### src/rtl/encoder_8_3_seq_if.sv
// Handshake bundle for encoder_8_3_seq: request vector in, 3-bit codes out.
interface encoder_8_3_seq_if;
  logic [7:0] in;
  logic       in_valid;
  logic       in_ready;
  logic       a;
  logic       b;
  logic       c;
  logic       code_valid;
  logic       code_ready;
  logic [3:0] remain;
  logic       err_zero;

  // Source/consumer side
  modport master (
    output in, in_valid, code_ready,
    input  in_ready, a, b, c, code_valid, remain, err_zero
  );

  // Encoder side
  modport slave (
    input  in, in_valid, code_ready,
    output in_ready, a, b, c, code_valid, remain, err_zero
  );
endinterface

### src/rtl/encoder_8_3_seq.sv
// Sequential 8-to-3 priority encoder: latches a request vector and emits the
// index of every set bit, one per code handshake, in priority order.
module encoder_8_3_seq #(
  parameter bit MSB_FIRST = 1'b1
) (
  input  logic               sys_clk,
  input  logic               sys_rst_n,
  encoder_8_3_seq_if.slave   bus
);

  localparam int unsigned VEC_W  = 8;
  localparam int unsigned CODE_W = 3;
  localparam int unsigned CNT_W  = 4;

  typedef enum logic {
    IDLE = 1'b0,
    OUT  = 1'b1
  } state_t;

  state_t             state;
  logic [VEC_W-1:0]   pend;
  logic [CODE_W-1:0]  code;
  logic               code_valid;
  logic [CNT_W-1:0]   remain;
  logic               err_zero;

  logic [CODE_W-1:0]  in_idx;
  logic [CNT_W-1:0]   in_cnt;
  logic [VEC_W-1:0]   pend_nxt;
  logic [CODE_W-1:0]  nxt_idx;

  // Index of the highest-priority set bit; 0 for an empty vector
  function automatic logic [CODE_W-1:0] pick_idx(input logic [VEC_W-1:0] v);
    logic [CODE_W-1:0] idx;
    idx = '0;
    if (MSB_FIRST) begin
      for (int i = 0; i < int'(VEC_W); i++) begin
        if (v[i]) idx = CODE_W'(i);
      end
    end else begin
      for (int i = int'(VEC_W) - 1; i >= 0; i--) begin
        if (v[i]) idx = CODE_W'(i);
      end
    end
    return idx;
  endfunction

  function automatic logic [CNT_W-1:0] popcnt(input logic [VEC_W-1:0] v);
    logic [CNT_W-1:0] n;
    n = '0;
    for (int i = 0; i < int'(VEC_W); i++) begin
      n = n + CNT_W'(v[i]);
    end
    return n;
  endfunction

  always_comb begin
    in_idx   = pick_idx(bus.in);
    in_cnt   = popcnt(bus.in);
    pend_nxt = pend & ~(VEC_W'(1) << code);
    nxt_idx  = pick_idx(pend_nxt);
  end

  always_ff @(posedge sys_clk) begin
    if (!sys_rst_n) begin
      state      <= IDLE;
      pend       <= '0;
      code       <= '0;
      code_valid <= 1'b0;
      remain     <= '0;
      err_zero   <= 1'b0;
    end else begin
      err_zero <= 1'b0;
      case (state)
        IDLE: begin
          code_valid <= 1'b0;
          if (bus.in_valid) begin
            if (bus.in != '0) begin
              pend       <= bus.in;
              code       <= in_idx;
              remain     <= in_cnt;
              code_valid <= 1'b1;
              state      <= OUT;
            end else begin
              err_zero <= 1'b1;
            end
          end
        end
        OUT: begin
          if (code_valid && bus.code_ready) begin
            if (pend_nxt != '0) begin
              pend   <= pend_nxt;
              code   <= nxt_idx;
              remain <= remain - CNT_W'(1);
            end else begin
              // Last code taken: code holds its final value
              pend       <= '0;
              remain     <= '0;
              code_valid <= 1'b0;
              state      <= IDLE;
            end
          end
        end
        default: state <= IDLE;
      endcase
    end
  end

  assign bus.in_ready   = (state == IDLE);
  assign bus.a          = code[2];
  assign bus.b          = code[1];
  assign bus.c          = code[0];
  assign bus.code_valid = code_valid;
  assign bus.remain     = remain;
  assign bus.err_zero   = err_zero;

endmodule

### src/flat_wrapper.sv
// flat-port wrapper written by rule: the top's interface ports become plain ports
module encoder_8_3_seq_flat 
#(
  parameter bit MSB_FIRST = 1'b1
)
  (sys_clk, sys_rst_n, bus_in, bus_in_valid, bus_code_ready, bus_in_ready, bus_a, bus_b, bus_c, bus_code_valid, bus_remain, bus_err_zero);
  encoder_8_3_seq_if bus_i ();
  input  logic sys_clk;
  input  logic sys_rst_n;
  input wire logic [$bits(bus_i.in)-1:0] bus_in;
  input wire logic [$bits(bus_i.in_valid)-1:0] bus_in_valid;
  input wire logic [$bits(bus_i.code_ready)-1:0] bus_code_ready;
  output wire logic [$bits(bus_i.in_ready)-1:0] bus_in_ready;
  output wire logic [$bits(bus_i.a)-1:0] bus_a;
  output wire logic [$bits(bus_i.b)-1:0] bus_b;
  output wire logic [$bits(bus_i.c)-1:0] bus_c;
  output wire logic [$bits(bus_i.code_valid)-1:0] bus_code_valid;
  output wire logic [$bits(bus_i.remain)-1:0] bus_remain;
  output wire logic [$bits(bus_i.err_zero)-1:0] bus_err_zero;
  assign bus_i.in = bus_in;
  assign bus_i.in_valid = bus_in_valid;
  assign bus_i.code_ready = bus_code_ready;
  assign bus_in_ready = bus_i.in_ready;
  assign bus_a = bus_i.a;
  assign bus_b = bus_i.b;
  assign bus_c = bus_i.c;
  assign bus_code_valid = bus_i.code_valid;
  assign bus_remain = bus_i.remain;
  assign bus_err_zero = bus_i.err_zero;
  encoder_8_3_seq #(.MSB_FIRST(MSB_FIRST)) u_core (.sys_clk(sys_clk), .sys_rst_n(sys_rst_n), .bus(bus_i));
endmodule
### config.mk
export PLATFORM = sky130hd
export DESIGN_NAME = encoder_8_3_seq_flat
export DESIGN_NICKNAME = d
export VERILOG_FILES = /design/src/rtl/encoder_8_3_seq_if.sv /design/src/rtl/encoder_8_3_seq.sv /design/src/flat_wrapper.sv
export SDC_FILE = /design/constraint.sdc
export NUM_CORES = 1
export LEC_CHECK = 0
export ABC_AREA = 0
export BUFFER_PORTS_ARGS = -buffer_cell sky130_fd_sc_hd__buf_2
export CAP_MARGIN = 25
export CORE_ASPECT_RATIO = 1.1
export CORE_UTILIZATION = 56
export DETAILED_ROUTE_END_ITERATION = 16
export PLACE_DENSITY = 0.8
export SETUP_SLACK_MARGIN = 0.02
export SLEW_MARGIN = 20
export SYNTH_ARGS = -nofsm -noshare
export SYNTH_HDL_FRONTEND = slang
export SYNTH_SLANG_ARGS = --single-unit
### constraint.sdc
create_clock -name sys_clk -period 3.65 [get_ports sys_clk]
set_input_delay 0.73 -clock sys_clk [delete_from_list [all_inputs] [get_ports sys_clk]]
set_output_delay 0.73 -clock sys_clk [all_outputs]
set_load 0.05 [all_outputs]
## Word-level counts from Yosys, hierarchy flattened

Index checks and enable logic that the tools add are counted.

- Flip-flop bits (word level): 18
- Input bits: 12
- Output and inout port bits: 10
- Logic and storage cells: 70

- Add/subtract/negate cells: 8
- Equality and inequality tests: 5
- Shifts and indexed selects: 1
- Multiplexer cells: 38
- Bitwise operators: 5
- Reduce and logical (&&, ||, !) cells: 7

Operators by type and width:

| cell | count |
|---|---|
| $mux 3 | 12 |
| $mux 8 | 4 |
| $add 4x1->4 | 6 |
| $mux 4 | 4 |
| $pmux 8 s2 | 1 |
| $reduce_bool 8->1 | 2 |
| $mux 1 | 9 |
| $and 8x8->8 | 1 |
| $mux 2 | 4 |
| $ne 2x2->1 const B | 4 |
| $not 8->8 | 1 |
| $pmux 4 s2 | 1 |
| $shl 1x3->8 const A | 1 |
| $pmux 3 s2 | 1 |
| $pmux 1 s2 | 2 |
| $reduce_and 4->1 | 1 |
| $sub 4x1->4 const B | 1 |
| $not 1->1 | 3 |
| $reduce_and 3->1 | 1 |
| $reduce_or 3->1 | 1 |
| $add 1x1->2 | 1 |
| $ne 2x1->1 const B | 1 |
| $reduce_and 2->1 | 1 |
| $logic_and 1x1->1 | 1 |

## Longest topological paths before layout

- Depth in word-level cells: 13
- Gate-level depth with buffers: 12

## Worst setup path after synthesis

No wires, ideal clock.

- Kind: input -> register
- From: input bus_in[0]
- To: register u_core.remain[2], in the netlist u_core.bus.remain[2]
- Library setup time: 0.074 ns
- Arrival: 3.175 ns
- Data required time: 3.576 ns
- Slack: 0.400 ns
- Stages: 11
- Path buffers: 0
- Path through: inv_1 ha_1 inv_1 fa_1 fa_1 fa_1 fa_1 xor2_1 nor3_1 a21oi_1 a31oi_1

- Cells in the longest elaborated chain, start to end: 10

RTL lines:

| item | RTL line | source |
|---|---|---|
| start, declared | flat_wrapper.sv:10 | `input wire logic [$bits(bus_i.in)-1:0] bus_in;` |
| $add 1x1->2 | encoder_8_3_seq.sv:52 | `n = n + CNT_W'(v[i]);` |
| $add 4x1->4 (6 in series) | encoder_8_3_seq.sv:52 |  |
| $mux 4 | encoder_8_3_seq.sv:78 | `if (bus.in != '0) begin` |
| $mux 4 | encoder_8_3_seq.sv:77 | `if (bus.in_valid) begin` |
| $pmux 4 s2 | encoder_8_3_seq.sv:74 | `case (state)` |
| end signal, assigned | encoder_8_3_seq.sv:81 | `remain <= in_cnt;` |
| end signal, assigned | encoder_8_3_seq.sv:94 | `remain <= remain - CNT_W'(1);` |
| end, declared | encoder_8_3_seq.sv:24 | `logic [CNT_W-1:0] remain;` |

Parallel ways exist; a longest one is shown, timed or not. The select of a mux whose other input is x is not followed.
A chain may end at the register's enable or synchronous reset.

## Worst setup path in the final report

- From: input bus_in[1]
- To: register u_core.remain[1], in the netlist u_core.bus.remain[1]

The elaborated chain is that of the path after synthesis.

==> results.md <==
- **critical path arrival** 3.41 ns
- **run status** finished, final reports clean
- **maximum clock insertion buffer count** 2
- **CTS tree** built
- **number of buffers inserted to repair setup after CTS** 0
- **final cycle utilization of the critical path** 89.0%
- **post-layout net count** 209
- **kind of start point of the critical path** primary input
- **Post-Synthesis Net Count** 192
- **iteration count of the initial detailed-routing pass** 5
- **total of warnings raised by yosys** 0
- **Worst-path clk slew** 0.10 ns
- **clock buffer count from CTS** 3
- **Wirelength per Cell** 14.6 um
- **number of flip-flops and latches in the synthesized netlist** 18
- **kind of capture point of the worst setup path** flop
- **total leakage power** 0.000599 uW
- **Area growth, synth to finish** 9.62%
- **std cell rows** 18
- **number of hold violations in the final report** 0
- **die area** 2620 sq um
- **Max Cap Violations** 0
- **portion of the post-synthesis area used by sequential elements** 26.6%
- **Post-DP HPWL** 2360 um
- **first-pass GRT wire length** 4990 um
- **count of endpoints failing setup in the final report** 0
- **hold-fix buffer count after cts** 0
- **average footprint of a synthesized cell** 7.91 sq um
- **die boundary width** 48.9 um
- **via/cell ratio** 6.19
- **most used flip-flop cell after synthesis** dfxtp_1
- **Worst Path Required** 3.82 ns
- **largest net degree at the start of global routing** 18
- **area of the core region** 2270 sq um
- **largest voltage drop on the vdd net** 0.324 mV
- **Fmax** 0.308 GHz
- **fillcell total** 197
- **worst clock skew on the final layout** 0.00123 ns
- **classification of the worst setup path** primary input to flop
- **Resize count post-CTS** 0
- **number of antenna-violating nets in the routed design** 0
- **path type of the worst min-delay path** flop to flop
- **transition time at the pin with the least slew margin** 0.617 ns
- **relative max-transition margin** 58.9%
- **GRT Residual Overflow** 0
- **DR DRC count** 0
- **Placed Instance Area** 1440 sq um
- **clock period minus worst slack** 3.25 ns
- **I/O pin count** 22
- **power per cell area** 444 nW/um^2
- **later-pin clock latency in the skew report** 0.29 ns
- **number of H-tree levels** 1
- **Slew Limit Fails** 0
- **total of buffers placed on input and output ports** 21
- **number of clock sinks** 18
- **Initial DRC Count** 60
- **Total GRT Usage** 25.0%
- **overall die height** 53.5 um
- **ratio of cells with drive above 1 in the final layout** 18.2%
- **instance count of the mapped netlist** 171
- **fraction of post-synthesis cell area in the top cell type by area** 26.6%
- **global placement routability congestion** 0.868
- **EDFF count, synth** 0
- **clock root buffer master** clkbuf_4
- **biggest fanout along the worst timing path** 4
- **cell type contributing the most total cell area after synthesis** dfxtp_1
- **final non-filler cell total** 217
- **Synth cell types** 49
- **cell count after placement** 213
- **Starting Density** 59.5%
- **via count of the first global-routing pass** 1143
- **# diodes** 0
- **setup repair after global routing missed its margin** no
- **antenna violations before repair** 0
- **Total Neg Setup Slack** 0 ns
- **most common library cell in the layout ignoring fill and taps** buf_2
- **cell types occupying the most area after synthesis** dfxtp_1, fa_1, inv_1, a21oi_1, ha_1
- **share of async-settable or async-resettable flops after synthesis** 0%
- **WL final** 3160 um
- **most frequent cells in the layout** buf_2, inv_1, dfxtp_1
- **final instance area** 1480 sq um
- **Mapped Area** 1350 sq um
- **vias post-DR** 1343
[layer usage]
metal / wire length, um / GRT usage [%] / up-vias
met5: 0 / 0 / -
met4: 23 / 7.35 / 0
met3: 258 / 3.67 / 4
met2: 1550 / 43.5 / 60
met1: 1330 / 32.4 / 625
li1: - / - / 654
[cells in the mapped netlist (all sizes together), types with 2 or more instances]
cell	count
nand3b	2
fa	4
nand2b	4
a211oi	6
o211ai	5
nand4b	2
nand2	15
and2	2
ha	5
buf	6
o22ai	2
a311oi	2
a21oi	13
nor2b	4
inv	18
dfxtp	18
nor3	5
a22oi	2
nor2	10
a41oi	2
nand3	6
a21o	2
clkbuf	3
mux2i	2
nor4b	2
a31oi	4
o21ai	9
[state kept, by name, summed over array words and instances, names as in the netlist]
signal / count
u_core.code: 3
u_core.bus.remain: 4
u_core.bus.code_valid: 1
u_core.bus.err_zero: 1
u_core.pend: 8
u_core.state: 1
[critical path, cell delays in order]
cell	delay [ns]
buf_2	0.11
inv_1	0.05
ha_1	0.26
inv_1	0.04
fa_1	0.50
fa_1	0.44
fa_1	0.42
fa_1	0.51
nor2_1	0.05
a211oi_1	0.22
a211oi_1	0.08
[area by class of cell]
| cell class | count | area, sq um | share of cell area, % |
|---|---|---|---|
| Inverter | 19 | 71.3 | 4.81 |
| Tap cell | 30 | 37.5 | 2.53 |
| Sequential cell | 18 | 360 | 24.3 |
| Multi-Input combinational cell | 125 | 872 | 58.8 |
| Timing Repair Buffer | 21 | 105 | 7.09 |
| Clock buffer | 4 | 36.3 | 2.45 |
[power breakdown]
part / internal (uW) / switching, uW / total [uW]
Clock: 60.8 / 63.3 / 124
Sequential: 220 / 42.0 / 262
Combinational: 97.9 / 175 / 273
Total: 379 / 280 / 659
[cell families after synthesis]
family	synth area share, %
AO/OA/AOI/OAI	26.4
buffers and inverters	9.43
AND/OR/NAND/NOR	24.1
flip-flops	26.6
adder cells (fa/ha/maj)	10.5
multiplexers	2.31
XOR/XNOR	0.648
[final timing paths]
path	startpoint	endpoint	slack, ns	cells after the start
max	bus_in[1]	u_core.bus.remain[1]	0.40	11
min	u_core.pend[6]	u_core.pend[6]	0.49	2
max reg2reg	u_core.code[0]	u_core.bus.remain[1]	1.29	5
min reg2reg	u_core.pend[6]	u_core.pend[6]	0.49	2
[through the flow]
stage	setup slack (ns)	power, uW	hold slack [ns]	util (%)
2_1_floorplan	0.400	477	0.453	-
3_3_place_gp	0.239	520	0.468	63.3
3_5_place_dp	0.0781	534	0.477	63.3
4_1_cts	0.402	657	0.490	64.9
5_1_grt	0.309	700	0.534	65.2
6_report	0.403	659	0.491	65.2
(Power assumes the default switching activity.)
